`src/rtl/rr_arbiter4.sv`:
```
// Four-requester round-robin arbiter with a registered grant index and a one-hot decode.
// Optional per-grant hold limit enabled by defining RR_HOLD_LIMIT_EN.
module rr_arbiter4 #(
  parameter int MAX_HOLD = 8,
  parameter int HOLD_W   = 8
) (
  input  logic       clk,
  input  logic       rst,
  input  logic       en,
  input  logic [3:0] req,
  output logic [3:0] gnt,
  output logic [1:0] gnt_idx,
  output logic       gnt_valid
);

  typedef enum logic {
    ST_IDLE  = 1'b0,
    ST_GRANT = 1'b1
  } state_e;

`ifdef RR_HOLD_LIMIT_EN
  localparam logic HOLD_LIMIT_ON = 1'b1;
`else
  localparam logic HOLD_LIMIT_ON = 1'b0;
`endif
  localparam logic [HOLD_W-1:0] HOLD_LIM = HOLD_W'(MAX_HOLD);

  state_e            state_q, state_d;
  logic [1:0]        ptr_q, ptr_d;
  logic [1:0]        idx_q, idx_d;
  logic [HOLD_W-1:0] hold_cnt_q, hold_cnt_d;

  logic              found_c;
  logic [1:0]        winner_c;
  logic              limit_c;
  logic              release_c;

  // Scan from the farthest offset down so the requester closest to ptr wins.
  always_comb begin
    found_c  = 1'b0;
    winner_c = ptr_q;
    for (int k = 3; k >= 0; k--) begin
      if (req[ptr_q + 2'(k)]) begin
        found_c  = 1'b1;
        winner_c = ptr_q + 2'(k);
      end
    end
  end

  always_comb begin
    limit_c   = HOLD_LIMIT_ON && (hold_cnt_q == HOLD_LIM);
    release_c = !req[idx_q] || !en || limit_c;
  end

  always_comb begin
    state_d    = state_q;
    ptr_d      = ptr_q;
    idx_d      = idx_q;
    hold_cnt_d = hold_cnt_q;
    case (state_q)
      ST_IDLE: begin
        if (en && found_c) begin
          state_d    = ST_GRANT;
          idx_d      = winner_c;
          hold_cnt_d = HOLD_W'(1);
        end
      end
      ST_GRANT: begin
        if (release_c) begin
          state_d    = ST_IDLE;
          idx_d      = 2'b00;
          ptr_d      = idx_q + 2'd1;
          hold_cnt_d = '0;
        end else if (hold_cnt_q != '1) begin
          hold_cnt_d = hold_cnt_q + 1'b1;
        end
      end
      default: begin
        state_d = ST_IDLE;
        idx_d   = 2'b00;
      end
    endcase
  end

  always_ff @(posedge clk) begin
    if (rst) begin
      state_q    <= ST_IDLE;
      ptr_q      <= 2'b00;
      idx_q      <= 2'b00;
      hold_cnt_q <= '0;
    end else begin
      state_q    <= state_d;
      ptr_q      <= ptr_d;
      idx_q      <= idx_d;
      hold_cnt_q <= hold_cnt_d;
    end
  end

  // Outputs decode registered state only, so req activity cannot glitch them.
  always_comb begin
    gnt_valid = (state_q == ST_GRANT);
    gnt_idx   = idx_q;
    gnt       = 4'b0000;
    if (gnt_valid) gnt[idx_q] = 1'b1;
  end

endmodule

```
`config.mk`:
```
export PLATFORM = sky130hd
export DESIGN_NAME = rr_arbiter4
export DESIGN_NICKNAME = d
export VERILOG_FILES = /design/src/rtl/rr_arbiter4.sv
export SDC_FILE = /design/constraint.sdc
export NUM_CORES = 1
export LEC_CHECK = 0
export ABC_AREA = 1
export ABC_CLOCK_PERIOD_IN_PS = 1300
export CAP_MARGIN = 10
export CORE_MARGIN = 4
export CORE_UTILIZATION = 42
export DETAILED_ROUTE_END_ITERATION = 10
export PLACE_DENSITY = 0.83
export SETUP_SLACK_MARGIN = 0.2
export SLEW_MARGIN = 15
export SYNTH_ARGS = -nofsm -noshare
export SYNTH_HDL_FRONTEND = slang
export SYNTH_SLANG_ARGS = --single-unit
```
`constraint.sdc`:
```
create_clock -name clk -period 1.3 [get_ports clk]
set_clock_uncertainty 0.05 [all_clocks]
set_input_delay 0.13 -clock clk [delete_from_list [all_inputs] [get_ports clk]]
set_output_delay 0.13 -clock clk [all_outputs]
set_load 0.02 [all_outputs]
```
==> Word level (Yosys, flattened, before mapping) <==
Cells that the tools add are included.
{ "totals": {"output_inout_bits": 7, "in_bits": 7, "elab_cells": 50, "ff_bits": 5} }
{ "classes": {"eq_ne": 2, "add_sub_neg": 4, "bitwise_logic": 1, "n_lt_le_gt_ge": 6, "n_reduce_logical": 7, "muxes": 27} }
{ "op_table": {"columns": ["cell", "n"], "rows": [
  ["$lt 2x3->1 const B", 5],
  ["$mux 1", 12],
  ["$mux 2", 6],
  ["$bmux 1 s2", 5],
  ["$add 2x1->2 const B", 2],
  ["$add 2x2->2 const B", 2],
  ["$mux 4", 1],
  ["$pmux 2 s2", 1],
  ["$reduce_and 2->1", 2],
  ["$demux 1 s2", 1],
  ["$ge 2x1->1 const B", 1],
  ["$logic_and 1x1->1", 2],
  ["$logic_not 1->1", 2],
  ["$ne 2x1->1 const B", 1],
  ["$ne 2x2->1 const B", 1],
  ["$pmux 1 s2", 1],
  ["$logic_or 1x1->1", 1],
  ["$not 1->1", 1]
]} }

==> Logic depth before layout (Yosys ltp) <==
{ "depth": {"word_depth": 10, "depth_mapped": 11, "mapped_depth_nobuf": 11} }

==> Least setup slack after synthesis <==
OpenSTA, ideal clock, no wires.
{ "synth_timing": {"path_type": "register to register", "startpoint": "register idx_q[1], in the netlist gnt_idx[1]", "endpoint": "register idx_q[1], in the netlist gnt_idx[1]", "t_arrival_ns": 1.267, "path_buffers": 0, "path_slack_ns": -0.087, "stages_incl_launch_ff": 9, "t_required_ns": 1.180, "setup_time_ns": 0.070, "synth_period_minus_slack_ns": 1.387, "cell_sequence": "dfxtp_1 -> inv_1 -> a21oi_1 -> o21ai_1 -> nand3_1 -> nand2_1 -> nand2_1 -> nand3_1 -> a21oi_1"} }
{ "synth_between": {"elab_chain_cells": 6} }
{ "synth_rtl": {"columns": ["element", "line_no", "text"], "rows": [
  ["start: declaration", "30", "logic [1:0] idx_q, idx_d;"],
  ["start signal: assignment", "94", "idx_q <= idx_d;"],
  ["$bmux 1 s2", "52", "release_c = !req[idx_q] || !en || limit_c;"],
  ["$mux 1 (implied by the code)", "52", null],
  ["$logic_not 1->1", "52", null],
  ["$logic_or 1x1->1", "52", null],
  ["$ne 2x1->1 (no line)", null, null],
  ["$reduce_and 2->1 (no line)", null, null]
]} }
Every way passes these cells. The select of a mux whose other input is x is not followed.
A chain may end at the register's enable or synchronous reset.

==> Worst setup path in the final report <==
{ "layout_timing": {"startpoint": "register ptr_q[0]", "endpoint": "register idx_q[0], in the netlist gnt_idx[0]"} }
{ "layout_between": {"elab_chain_cells": 10, "elab_cells_between_ends": 24, "classes_between": "add/sub: 3; eq/ne: 1; mux: 18; reduce/logical: 2"} }
{ "layout_rtl": {"columns": ["element", "line_no", "text"], "rows": [
  ["start: declaration", "29", "logic [1:0] ptr_q, ptr_d;"],
  ["start signal: assignment", "93", "ptr_q <= ptr_d;"],
  ["$add 2x2->2", "43, 45", null],
  ["$bmux 1 s2", "43", "if (req[ptr_q + 2'(k)]) begin"],
  ["$mux 1 (implied by the code)", "43", null],
  ["$mux 1 (4 in series)", "43", null],
  ["$logic_and 1x1->1", "62", "if (en && found_c) begin"],
  ["$ne 2x2->1 (no line)", null, null],
  ["$reduce_and 2->1 (no line)", null, null]
]} }
Parallel ways exist; a longest one is shown, timed or not. The select of a mux whose other input is x is not followed.

==> results_dict.tcl <==
set metrics [dict create \
    synth_compound_gate_area_share_pct 10.4 \
    die_y_um 45.1 \
    fmax_ghz 0.692 \
    ctsLongestPathBuffers 2 \
    synth_edf_count 0 \
    synth_cells 105 \
    multi_input_area_sq_um 503 \
    num_vias 781 \
    drc_errors 0 \
    synth_top_area_share_pct 24.7 \
    cap_violations 0 \
    worst-setup-path-type "register to register" \
    core_area_sq_um 1300 \
    fill_cells 87 \
    finalSetupViolCount 7 \
    dpl.hpwl_um 1250 \
    ios 14 \
    final_antenna_net_count 0 \
    synth.distinct_cells 14 \
    ctsHoldBuffers 0 \
    end_kind "register" \
    synth_seq_area_share_pct 17.3 \
    grt_use_met2_pct 38.7 \
    clkSinkCount 5 \
    synth-simple-area-share_pct 50.0 \
    tightest_slew_ns 0.230 \
    hold_path_class "input pin to register" \
    top_usage_layer "met2" \
    slew_violations 0 \
    grt_use_met1_pct 22.8 \
    slew_headroom_pct 84.6 \
    post-route-util_pct 77.1 \
    initial_core_util_pct 44.4 \
    final_net_count 149 \
    synth_fa_ha_area_share_pct 8.66 \
    finalWirelength_um 2060 \
    grt_antenna_before_repair 0 \
    grt_pass1_vias 782 \
    synth.area.top_cells "nand2_1, dfxtp_1, nand2_2" \
    antenna_cells 0 \
    hold_violations 0 \
    place.gp.congestion 0.913 \
    dieWidth_um 45.1 \
    synth_xor_area_share_pct 0 \
    power.density_nw_per_um2 927 \
    grt_usage_pct 20.5 \
    clk_pin_slew_worst_paths_ns 0.05 \
    drive_gt1_share_pct 53.3 \
    path_max_fanout 8 \
    met3_usage_pct 3.98 \
    setup_slack_ns -0.145 \
    vdd_drop_max_mv 0.737 \
    port_buffers 13 \
    insertion_delay_ns 0.24 \
    area_growth_pct 73.6 \
    cts_root_buf "clkbuf_4" \
    yosysTopAreaCell "nand2_1" \
    outcome "complete, but fails checks" \
    p_leak_uw 0.000505 \
    violations "setup timing" \
    ys_ff_latch 5 \
    synth.most_common_cell "nand2_1" \
    async_flop_share_pct 0 \
    wl_per_cell_um 13.5 \
    tritoncts "done" \
    grt_first_pass_wirelength_um 3170 \
    syn_nets 116 \
    period_share_pct 111 \
    min_period_ns 1.45 \
    synth_mux_area_share_pct 0 \
    std_cell_rows 13 \
    cp.arrival_ns 1.56 \
    synth_area_sq_um 578 \
    globalRouteOverflowTotal 0 \
    grt_max_degree 9 \
    rsz0062_at_grt "true" \
    vias_per_cell 5.14 \
    die_area_sq_um 2030 \
    ys_warn_count 0 \
    yosys_most_used_dff "dfxtp_1" \
    ff_latch_area_sq_um 114 \
    drtPass1Iterations 5 \
    drt_iter0_drc 16 \
    crit_path_start_kind "register" \
    syn_avg_cell_area_sq_um 5.51 \
    h-tree-depth 1 \
    synth_top_family_by_area "simple AND/OR/NAND/NOR gates" \
    cts_inserted_buffers 3 \
    synth_commonest_cells "nand2_1, inv_1, nand2_2" \
    dp.cells 142 \
    worstPathRequired_ns 1.42 \
    final_cells 152 \
]
## flip-flops by register name, indices dropped and copies added, names as in the netlist
register,cells
gnt_idx,2
ptr_q,2
gnt_valid,1
## path summary, 6_finish.rpt
check | start | endpoint | slack, ns | cells past startpoint
min | rst | gnt_idx[0] | 0.50 | 2
max reg2reg | ptr_q[0] | gnt_idx[0] | -0.15 | 11
max | ptr_q[0] | gnt_idx[0] | -0.15 | 11
min reg2reg | gnt_idx[1] | gnt_idx[1] | 0.62 | 3
## power breakdown
group          internal (uW)  switching [uW]  total [uW]
Clock                    117            71.6         188
Sequential               175            37.4         212
Combinational            238             292         530
Total                    529             401         930
## cells by family (layout without fill, tap and decap cells)
logic type | count (synthesis) | in the layout
AOI/OAI and AO/OA | 11 | 11
and+or+nand+nor | 66 | 66
adders and majority gates | 4 | 4
buffers and inverters | 19 | 51
DFF | 5 | 5
## layer usage
layer / vias to the layer above / part of all wire [%]
met3: 2 / 5.6
li1: 386 / -
met5: - / 0
met2: 28 / 52
met1: 365 / 41
met4: 0 / 0.68
## critical path, stage by stage, from the launching register on
cell     delay [ns]
dfxtp_4        0.42
buf_6          0.12
nand2_2        0.04
nand2_2        0.07
nand2_2        0.07
nand2_2        0.06
nor2_1         0.04
nand2_1        0.09
nand2_2        0.10
inv_2          0.09
nand3_2        0.07
a21oi_2        0.14
## timing repair
action,CTS,global route
endpoints found under the setup margin,12,11
pin swaps,5,12
resized for setup,50,31
buffers inserted,5,1
## final cells by class
class	instances	area share [%]
multi-input combinational	81	50.1
timing repair buffer	29	26.1
sequential	5	11.3
inverter	18	7.98
clock buffer	4	2.62
tap	15	1.87
## layout by cell type (no fill, tap or decap), types with 2 or more instances in the layout
master           count
nand2_1             28
nand2_2             20
buf_4               12
buf_6                9
inv_2                8
inv_1                7
nand3_1              7
nor2_1               6
clkdlybuf4s50_1      6
ha_4                 4
o21ai_1              3
a21oi_1              3
clkbuf_4             3
dfxtp_4              3
inv_6                2
nand3_2              2
a21oi_2              2
a211oi_1             2
dfxtp_2              2
buf_2                2
## metrics by stage
step	TNS, ns	total power [uW]	hold slack (ns)	worst slack [ns]	area [sq um]
global route	-1.35	995	0.505	-0.281	1000
CTS	-0.272	832	0.472	-0.0655	913
global placement	-1.50	589	0.601	-0.239	801
floorplan	0	449	0.139	0.0821	588
detailed placement	-1.68	599	0.610	-0.256	801
finish	-0.644	930	0.505	-0.145	1000
No activity file was read; power rests on OpenSTA's default activity.
